===== src/rtl/cnn_pkg.sv =====
// Shared definitions for the CNN compute stages: bus/pixel/dimension widths
// and the pooling engine state encoding.
package cnn_pkg;

  localparam int ADDR_W = 19;  // feature RAM address width
  localparam int DATA_W = 8;   // signed pixel width
  localparam int DIM_W  = 8;   // width/height field width

  typedef enum logic [2:0] {
    IDLE  = 3'd0,
    READ  = 3'd1,
    CAPT  = 3'd2,
    WRITE = 3'd3,
    DONE  = 3'd4
  } pool_state_t;

endpackage


===== src/rtl/cnn_pool_addr_gen.sv =====
// Address generator for the 2x2/stride-2 pooling engine.
// Walks output pixels in raster order and produces the four window read
// addresses plus the write address using accumulators only: the source row
// base advances by 2*W per output row, the destination row base by Wo.
// k holds the window sample whose read is issued next; the k=0 read of the
// very first window is issued by the top together with load, so load sets k=1.
module cnn_pool_addr_gen #(
  parameter int ADDR_W = cnn_pkg::ADDR_W,
  parameter int DIM_W  = cnn_pkg::DIM_W
) (
  input  logic              clk,
  input  logic              reset,
  input  logic              load,
  input  logic [ADDR_W-1:0] src_base,
  input  logic [ADDR_W-1:0] dst_base,
  input  logic [DIM_W-1:0]  width,
  input  logic [DIM_W-2:0]  out_h,
  input  logic              rd_step,
  input  logic              pix_step,
  output logic [1:0]        k,
  output logic [ADDR_W-1:0] rd_addr,
  output logic [ADDR_W-1:0] wr_addr,
  output logic              last_pix
);

  localparam int PAD = ADDR_W - DIM_W;
  localparam logic [DIM_W-2:0] ONE_O = (DIM_W-1)'(1);

  logic [DIM_W-1:0]  w_q;
  logic [DIM_W-2:0]  wo_q;
  logic [DIM_W-2:0]  ho_q;
  logic [DIM_W-2:0]  ox_q;
  logic [DIM_W-2:0]  oy_q;
  logic [1:0]        k_q;
  logic [ADDR_W-1:0] row_q;      // src_base + 2*oy*W
  logic [ADDR_W-1:0] dst_row_q;  // dst_base + oy*Wo

  logic [ADDR_W-1:0] w_ext;
  logic [ADDR_W-1:0] wo_ext;
  logic [ADDR_W-1:0] ox_ext;
  logic [ADDR_W-1:0] col_ext;

  assign w_ext   = {{PAD{1'b0}}, w_q};
  assign wo_ext  = {{(PAD+1){1'b0}}, wo_q};
  assign ox_ext  = {{(PAD+1){1'b0}}, ox_q};
  assign col_ext = {{PAD{1'b0}}, ox_q, k_q[0]};  // 2*ox + dx

  // Counter and accumulator update: load on job start, step k per read,
  // advance the output position after each capture.
  always_ff @(posedge clk) begin
    // NOTE: state is updated with non-blocking assignments so every flop
    // samples pre-edge values regardless of statement order.
    if (reset) begin
      w_q       <= '0;
      wo_q      <= '0;
      ho_q      <= '0;
      ox_q      <= '0;
      oy_q      <= '0;
      k_q       <= '0;
      row_q     <= '0;
      dst_row_q <= '0;
    end else if (load) begin
      w_q       <= width;
      wo_q      <= width[DIM_W-1:1];
      ho_q      <= out_h;
      ox_q      <= '0;
      oy_q      <= '0;
      k_q       <= 2'd1;
      row_q     <= src_base;
      dst_row_q <= dst_base;
    end else begin
      if (rd_step) k_q <= k_q + 2'd1;
      if (pix_step) begin
        if (ox_q == wo_q - ONE_O) begin
          ox_q      <= '0;
          oy_q      <= oy_q + ONE_O;
          row_q     <= row_q + w_ext + w_ext;
          dst_row_q <= dst_row_q + wo_ext;
        end else begin
          ox_q <= ox_q + ONE_O;
        end
      end
    end
  end

  assign k        = k_q;
  assign rd_addr  = row_q + (k_q[1] ? w_ext : '0) + col_ext;
  assign wr_addr  = dst_row_q + ox_ext;
  assign last_pix = (ox_q == wo_q - ONE_O) && (oy_q == ho_q - ONE_O);

endmodule


===== src/rtl/cnn_pool.sv =====
// 2x2/stride-2 max-pooling bus-master engine.
// Reads a signed 8-bit single-channel map from the feature RAM, pools it and
// writes the result to a second region. 6 cycles per output pixel:
// READ x4, CAPT, WRITE. All bus outputs are registered.
// Build option: define CNN_POOL_RELU_EN to clamp negative results to zero
// (fused ReLU); timing is the same either way.
module cnn_pool #(
  parameter int ADDR_W = cnn_pkg::ADDR_W,
  parameter int DATA_W = cnn_pkg::DATA_W,
  parameter int DIM_W  = cnn_pkg::DIM_W
) (
  input  logic              clk,
  input  logic              reset,
  input  logic              start,
  input  logic [ADDR_W-1:0] src_base,
  input  logic [ADDR_W-1:0] dst_base,
  input  logic [DIM_W-1:0]  width,
  input  logic [DIM_W-1:0]  height,
  output logic              busy,
  output logic              done,
  output logic              mem_chipselect,
  output logic              mem_read,
  output logic              mem_write,
  output logic [ADDR_W-1:0] mem_address,
  output logic [DATA_W-1:0] mem_writedata,
  input  logic [DATA_W-1:0] mem_readdata
);

  import cnn_pkg::*;

  localparam logic [DIM_W-1:0] TWO_D = DIM_W'(2);

  pool_state_t state_q, state_d;

  logic              deg_job;
  logic              starting;
  logic              agen_load;
  logic              rd_step;
  logic              pix_step;
  logic [1:0]        agen_k;
  logic [ADDR_W-1:0] agen_rd_addr;
  logic [ADDR_W-1:0] agen_wr_addr;
  logic              last_pix;
  logic              last_q;

  logic signed [DATA_W-1:0] sample;
  logic signed [DATA_W-1:0] max_q;
  logic signed [DATA_W-1:0] pool_max;
  logic signed [DATA_W-1:0] wr_val;

  logic              busy_d, done_d, rd_d, wr_d;
  logic [ADDR_W-1:0] addr_d;
  logic [DATA_W-1:0] wdata_d;

  // Wo or Ho of zero means there is nothing to pool.
  assign deg_job   = (width < TWO_D) || (height < TWO_D);
  assign starting  = (state_q == IDLE) && start;
  assign agen_load = starting && !deg_job;
  assign rd_step   = (state_d == READ) && (state_q != IDLE);
  assign pix_step  = (state_q == CAPT);

  cnn_pool_addr_gen #(
    .ADDR_W (ADDR_W),
    .DIM_W  (DIM_W)
  ) u_addr_gen (
    .clk      (clk),
    .reset    (reset),
    .load     (agen_load),
    .src_base (src_base),
    .dst_base (dst_base),
    .width    (width),
    .out_h    (height[DIM_W-1:1]),
    .rd_step  (rd_step),
    .pix_step (pix_step),
    .k        (agen_k),
    .rd_addr  (agen_rd_addr),
    .wr_addr  (agen_wr_addr),
    .last_pix (last_pix)
  );

  // State register.
  always_ff @(posedge clk) begin
    if (reset) state_q <= IDLE;
    else       state_q <= state_d;
  end

  // Next-state logic; in READ, agen_k wraps to 0 once the k=3 read is out.
  always_comb begin
    // NOTE: default assignment first so no path leaves state_d unassigned,
    // which would otherwise infer a latch.
    state_d = state_q;
    unique case (state_q)
      IDLE:    if (start) state_d = deg_job ? DONE : READ;
      READ:    if (agen_k == 2'd0) state_d = CAPT;
      CAPT:    state_d = WRITE;
      WRITE:   state_d = last_q ? DONE : READ;
      DONE:    state_d = IDLE;
      default: state_d = IDLE;
    endcase
  end

  // Signed running max including the sample arriving this cycle.
  assign sample   = $signed(mem_readdata);
  assign pool_max = (sample > max_q) ? sample : max_q;

`ifdef CNN_POOL_RELU_EN
  assign wr_val = pool_max[DATA_W-1] ? '0 : pool_max;
`else
  assign wr_val = pool_max;
`endif

  // Sample capture: read data lags its strobe by one cycle, so the READ with
  // agen_k==2 sees sample 0 (initialise), later READs and CAPT fold in the rest.
  always_ff @(posedge clk) begin
    if (reset) begin
      max_q  <= '0;
      last_q <= 1'b0;
    end else if (state_q == READ) begin
      if (agen_k == 2'd2)      max_q <= sample;
      else if (agen_k != 2'd1) max_q <= pool_max;
    end else if (state_q == CAPT) begin
      max_q  <= pool_max;
      last_q <= last_pix;
    end
  end

  // Output decode: values the bus registers take for the state being entered.
  always_comb begin
    busy_d  = (state_d == READ) || (state_d == CAPT) || (state_d == WRITE);
    done_d  = (state_d == DONE);
    rd_d    = 1'b0;
    wr_d    = 1'b0;
    addr_d  = '0;
    wdata_d = '0;
    if (state_d == READ) begin
      rd_d   = 1'b1;
      addr_d = (state_q == IDLE) ? src_base : agen_rd_addr;
    end else if (state_d == WRITE) begin
      wr_d    = 1'b1;
      addr_d  = agen_wr_addr;
      wdata_d = wr_val;
    end
  end

  // Output registers.
  always_ff @(posedge clk) begin
    if (reset) begin
      busy           <= 1'b0;
      done           <= 1'b0;
      mem_chipselect <= 1'b0;
      mem_read       <= 1'b0;
      mem_write      <= 1'b0;
      mem_address    <= '0;
      mem_writedata  <= '0;
    end else begin
      busy           <= busy_d;
      done           <= done_d;
      mem_chipselect <= rd_d | wr_d;
      mem_read       <= rd_d;
      mem_write      <= wr_d;
      mem_address    <= addr_d;
      mem_writedata  <= wdata_d;
    end
  end

endmodule


===== config.mk =====
export PLATFORM = sky130hd
export DESIGN_NAME = cnn_pool
export DESIGN_NICKNAME = d
export VERILOG_FILES = /design/src/rtl/cnn_pkg.sv /design/src/rtl/cnn_pool_addr_gen.sv /design/src/rtl/cnn_pool.sv
export SDC_FILE = /design/constraint.sdc
export NUM_CORES = 1
export LEC_CHECK = 0
export ABC_AREA = 0
export CAP_MARGIN = 20
export CORE_AREA = 2 2 131 228
export DETAILED_ROUTE_END_ITERATION = 8
export DIE_AREA = 0 0 133 230
export GPL_ROUTABILITY_DRIVEN = 0
export GPL_TIMING_DRIVEN = 0
export HOLD_SLACK_MARGIN = 0.1
export SETUP_SLACK_MARGIN = 0.4
export SLEW_MARGIN = 20
export SYNTH_ARGS = -nofsm -noshare
export SYNTH_HDL_FRONTEND = slang
export SYNTH_SLANG_ARGS = --single-unit

===== constraint.sdc =====
create_clock -name clk -period 2.7 [get_ports clk]
set_input_delay 0.405 -clock clk [delete_from_list [all_inputs] [get_ports clk]]
set_output_delay 0.405 -clock clk [all_outputs]
set_load 0.02 [all_outputs]

# Word-level counts from Yosys, hierarchy flattened
# Cells that the tools add are included.
# totals
word_cells	95
register_bits	120
out_inout_bits	32
inputBits	65
# op_classes
magnitude_cmp	3
n_reduce_logical	21
addsub	11
n_mux	26
bitwise	3
n_eq_ne	12
# op_table
operator	n
two-way mux 19 bit	9
adder 19 x 8 -> 19 bit	3
two-way mux 8 bit	6
adder 19 x 7 -> 19 bit	2
adder 19 bit	1
less-than comparator 8 x 2 -> 1 bit (second input constant)	2
adder 7 x 1 -> 7 bit (second input constant)	2
== test 7 bit	2
subtractor 7 x 1 -> 7 bit (second input constant)	2
== test 3 x 2 -> 1 bit (second input constant)	4
two-way mux 3 bit	4
one-hot mux 3 bit (4 select lines)	1
greater-than comparator 8 bit	1
AND reduction 2 bit	4
nonzero test 2 bit	4
two-way mux 7 bit	1
== test 3 x 1 -> 1 bit (second input constant)	2
two-way mux 1 bit	5
logical AND 1 bit	4
== test 3 bit (second input constant)	1
zero test 3 bit	1
logical OR 1 bit	3
!= test 3 x 1 -> 1 bit (second input constant)	1
nonzero test 3 bit	1
9 further kinds	10

# Longest topological paths before layout
# depth
word_depth	9
ltp_mapped	12
depth_no_buf	12

# Cells and area by module
# Synthesis repeated with hierarchy kept, for this count alone.
# hier_totals
hier_cells	828
area_unflattened_um2	7367.1
# modules_own_cells
mod	cells_each	n_inst	seq_area_each_um2	area_per_inst_um2
cnn_pool_addr_gen	624	1	1381.3	5273.8
cnn_pool	204	1	880.8	2093.3

# Worst setup path before layout
# No wires, ideal clock.
# synth_timing
kind	reg-to-reg
start	reg u_addr_gen.wo_q[0] (netlist name)
end	reg mem_address[9]
path_slack_ps	-270
arrival_time_ps	2836
path_buffers	0
synth_period_minus_slack_ps	2970
t_required_ps	2566
stages_incl_launch_ff	13
setup_time_ps	134
path_cell_list	dfxtp_1 -> inv_1 -> nor2_1 -> fa_1 -> ha_1 -> fa_1 -> a21o_1 -> a221oi_1 -> o21ai_1 -> xnor2_1 -> nor2_1 -> a21oi_1 -> o22ai_1
# synth_rtl
element	line_no	source
end signal: assignment	cnn_pool.sv:161	mem_address <= addr_d;
end: declaration	cnn_pool.sv:24	output logic [ADDR_W-1:0] mem_address,

# Worst setup path after layout
# layout_timing
start	reg u_addr_gen.k_q[1], in the netlist u_addr_gen.k[1]
end	reg mem_address[12]
# layout_between
elab_chain_cells	6
elab_cells_between_ends	11
classes_between	2 x add/sub; 2 x eq/ne; 6 x mux; 1 x reduce/logical
# layout_rtl
element	line_no	source
start: declaration	cnn_pool_addr_gen.sv:34	logic [1:0] k_q;
start signal: assignment	cnn_pool_addr_gen.sv:72	if (rd_step) k_q <= k_q + 2'd1;
branches (longest 5 deep; another with adder 19 bit)	-	
two-way mux 19 bit *	cnn_pool.sv:135	if (state_d == READ) begin
# Mark *: on every way between the ends.
# A chain may end at the register's enable or synchronous reset.

==> flow_metrics.py <==
metrics = {
    "critical_path": {
        "crit_chain": "buf_12 -> and2_4 -> fa_1 -> ha_4 -> a21o_1 -> a21oi_4 -> a211oi_4 -> nor2_2 -> nor2_1 -> a311o_1 -> o22ai_1",
        "slowest_delay_ps": 570,
        "r2r_slack_ps": -200,
        "r2r-start": "u_addr_gen.k[1]$_SDFFE_PP0P_",
        "setup.worst_path.start_class": "register",
        "cp.required_ps": 3040,
        "end_kind": "register",
        "arrival_ps": 3250,
        "crit_path_max_fanout": 6,
        "worstSetupPathType": "reg -> reg",
        "critPathSlowestCell": "fa_1",
        "r2r-end": "mem_address[12]$_SDFF_PP0_",
        "rr_worst_depth": 11,
    },
    "min_path": {
        "holdPathStages": 2,
        "hold_start": "u_addr_gen.row_q[0]$_SDFFE_PP0P_",
        "hold_end": "u_addr_gen.row_q[0]$_SDFFE_PP0P_",
        "holdCritPathClass": "reg -> reg",
    },
    "floorplan": {
        "core_um2": 28600,
        "rows": 82,
        "die_area_um2": 30600,
        "die_x_um": 133,
        "die_y_um": 230,
        "start_util_pct": 24.7,
        "io_pins": 97,
    },
    "synthesis": {
        "yosys.area.top_type_share_pct": 32.0,
        "synthAdderAreaFrac_pct": 11.4,
        "ys_seq_elements": 113,
        "yosys-top-cells-area": "dfxtp_1, ha_1, xnor2_1",
        "yosysMostFrequentCell": "dfxtp_1",
        "synthSimpleGateAreaFrac_pct": 20.1,
        "synth_compound_area_share_pct": 20.3,
        "synthCells": 857,
        "synth_area_um2": 7070,
        "synth-xor-area-share_pct": 8.92,
        "synthMuxAreaShare_pct": 2.97,
        "synth_top_family_by_area": "compound AO/OA/AOI/OAI gates",
        "synth_edf_count": 0,
        "synthArstFlopShare_pct": 0,
        "synth_flop_cell": "dfxtp_1",
        "yosysUniqueCellTypes": 70,
        "synth_common_cells": "dfxtp_1, nor2_1, nand2_1, a21oi_1, ha_1",
        "seq_area_frac_synth_pct": 32.0,
        "yosys_warnings": 0,
        "yosysTopAreaCell": "dfxtp_1",
        "syn_area_per_cell_um2": 8.25,
        "synth_fp_nets": 979,
    },
    "placement": {
        "portBuffers": 95,
        "dp_hpwl_um": 19700,
        "dp_worst_setup_slack_ps": -416,
        "placed_area_um2": 8640,
        "dp_cells": 1330,
    },
    "timing": {
        "relSlewSlack_pct": 46.8,
        "fmax_ghz": 0.344,
        "drv_slew": 0,
        "rsz0062_at_grt": "yes",
        "fin_crit_ps": 2900,
        "fin_ws_ps": -203,
        "setup_viol": 22,
        "skew_ps": 12.3,
        "whs_ps": 454,
        "finalHoldViolCount": 0,
        "tightest_slew_ps": 798,
        "fin_crit_sh_pct": 108,
    },
    "power": {
        "p_per_area_nw_per_um2": 596,
        "seqPwrFrac_pct": 31.9,
        "p_sw_share_pct": 33.3,
        "p_switching_w": 0.00212,
        "cellLeakagePower_nw": 4.06,
        "vdd_drop_max_mv": 0.553,
        "clkPwrFrac_pct": 36.9,
        "power_frac_comb_pct": 31.2,
        "power.internal_w": 0.00424,
    },
    "detailed_routing": {
        "drtIter0Drc": 435,
        "wl_per_cell_um": 19.4,
        "vias_per_cell": 5.17,
        "postRouteAntennaNets": 0,
        "remaining_drc_errors": 0,
        "vias": 7327,
        "wl_um": 27500,
        "firstDrtPassIters": 5,
    },
    "grt": {
        "grt_max_degree": 17,
        "antenna_found_initial": 0,
        "grt_pass1_vias": 7419,
        "grt.overflow.total": 0,
        "grt_usage_pct": 17.8,
        "grt_pass1_wl_um": 41200,
    },
    "cts": {
        "clk_pin_slew_worst_paths_ps": 60,
        "numCtsBuffers": 17,
        "tritoncts": "done",
        "ctsHtreeMaxLevel": 4,
        "root_buffer": "clkbuf_16",
        "clock_latency_ps": 450,
        "cts_sinks": 113,
        "clk_path_buf_depth": 2,
        "cts_hold_buf": 0,
    },
    "run": {
        "max-cap-violations": 0,
    },
    "final_layout": {
        "fin_area_um2": 10700,
        "n_antenna_cell": 0,
        "syn_to_final_growth_pct": 50.8,
        "instances_no_fill": 1417,
        "drive_gt1_share_pct": 24.0,
        "layout.nets": 1148,
    },
    "outcome": {
        "status": "complete, but fails checks",
        "violations": "setup timing",
    },
}
## through the flow
| stage | utilization, % | power [W] | setup TNS, ps |
|---|---|---|---|
| final | 37.3 | 0.00636 | -1800 |
| after global routing | 37.3 | 0.00662 | -4500 |
| after CTS | 35.9 | 0.00623 | -1390 |
| after detailed placement | 30.2 | 0.00365 | -20570 |
| after global placement | 30.2 | 0.00362 | -18960 |
| after floorplan | - | 0.00303 | 0 |
## placed cells by master (no fill, tap or decap), types with 9 or more instances in the layout
| cell type | count |
|---|---|
| clkdlybuf4s50_1 | 95 |
| nand2_1 | 74 |
| fa_1 | 10 |
| xor2_1 | 26 |
| nand4_1 | 13 |
| buf_6 | 18 |
| dfxtp_1 | 101 |
| o22ai_1 | 12 |
| mux2i_1 | 21 |
| nor3_1 | 15 |
| o21ai_0 | 23 |
| xnor2_1 | 42 |
| nand3_1 | 9 |
| ha_1 | 38 |
| o21ai_1 | 9 |
| a21oi_1 | 52 |
| nor2_1 | 87 |
| inv_1 | 29 |
| a21o_1 | 10 |
| buf_4 | 31 |
| and3_1 | 11 |
| clkbuf_16 | 19 |
| clkbuf_1 | 14 |
| dfxtp_2 | 9 |
| o21a_1 | 11 |
## flip-flops by register name, summed over array words and instances (netlist names), 3 cells and up
name                  count
u_addr_gen.row_q         19
u_addr_gen.wo_q           7
u_addr_gen.ho_q           7
u_addr_gen.dst_row_q     19
u_addr_gen.oy_q           7
mem_writedata             8
mem_address              19
max_q                     8
u_addr_gen.ox_q           7
state_q                   3
## power by group through the flow
stage	Clock [W]	Sequential [W]	Combinational (W)
finish	0.00235	0.00203	0.00198
floorplan	0	0.00208	0.000954
detailed placement	0	0.00205	0.00160
CTS	0.00238	0.00202	0.00183
global route	0.00245	0.00205	0.00212
global placement	0	0.00205	0.00158
## worst max-delay path: cells and delay by family, from the launching register on
family | cells | cell delay, ps
adders and majority gates | 2 | 800
AOI/OAI and AO/OA | 5 | 1020
and+or+nand+nor | 3 | 460
DFF | 1 | 370
buffers and inverters | 1 | 140
## worst max-delay path by stage
stage / endpoint / slack (ps) / startpoint
2_1_floorplan: mem_address[9]$_SDFF_PP0_ / 80 / u_addr_gen.wo_q[0]$_SDFFE_PP0P_
3_3_place_gp: mem_address[12]$_SDFF_PP0_ / -410 / width[6]
3_5_place_dp: mem_address[12]$_SDFF_PP0_ / -420 / width[6]
4_1_cts: mem_address[9]$_SDFF_PP0_ / -200 / u_addr_gen.k[1]$_SDFFE_PP0P_
5_1_grt: mem_address[9]$_SDFF_PP0_ / -240 / u_addr_gen.k[1]$_SDFFE_PP0P_
6_report: mem_address[12]$_SDFF_PP0_ / -200 / u_addr_gen.k[1]$_SDFFE_PP0P_
## metal layers
layer | track usage, % | up-vias | share of wire (%)
met2 | 32.4 | 338 | 52
met1 | 16.5 | 3457 | 34
met4 | 14.4 | 0 | 8.2
li1 | - | 3406 | -
met5 | 0 | - | 0
met3 | 4.48 | 126 | 5.9
## layout make-up
type	instances	area, um2
inverter	34	138
sequential	113	2280
tap	378	473
buffer	38	304
clock buffer	23	508
clock inverter	9	103
timing repair buffer	148	1520
multi-input combinational	674	5340
fill	2815	18000
## cell families (layout without fill, tap and decap cells)
logic type | after synthesis | in the layout
buf+inv | 72 | 252
mux | 21 | 21
flops | 113 | 113
compound gates | 220 | 220
simple gates | 302 | 304
fa+ha+maj | 57 | 57
xor+xnor | 72 | 72
## timing repair
| action | 4_1_cts | 5_1_grt |
|---|---|---|
| resized for setup | 172 | 57 |
| pin swaps | 69 | 30 |
| endpoints found under the setup margin | 104 | 106 |
| buffers inserted | 32 | 16 |
| cloned | 5 | 2 |
Note: power is estimated with default switching activity, not from simulation.
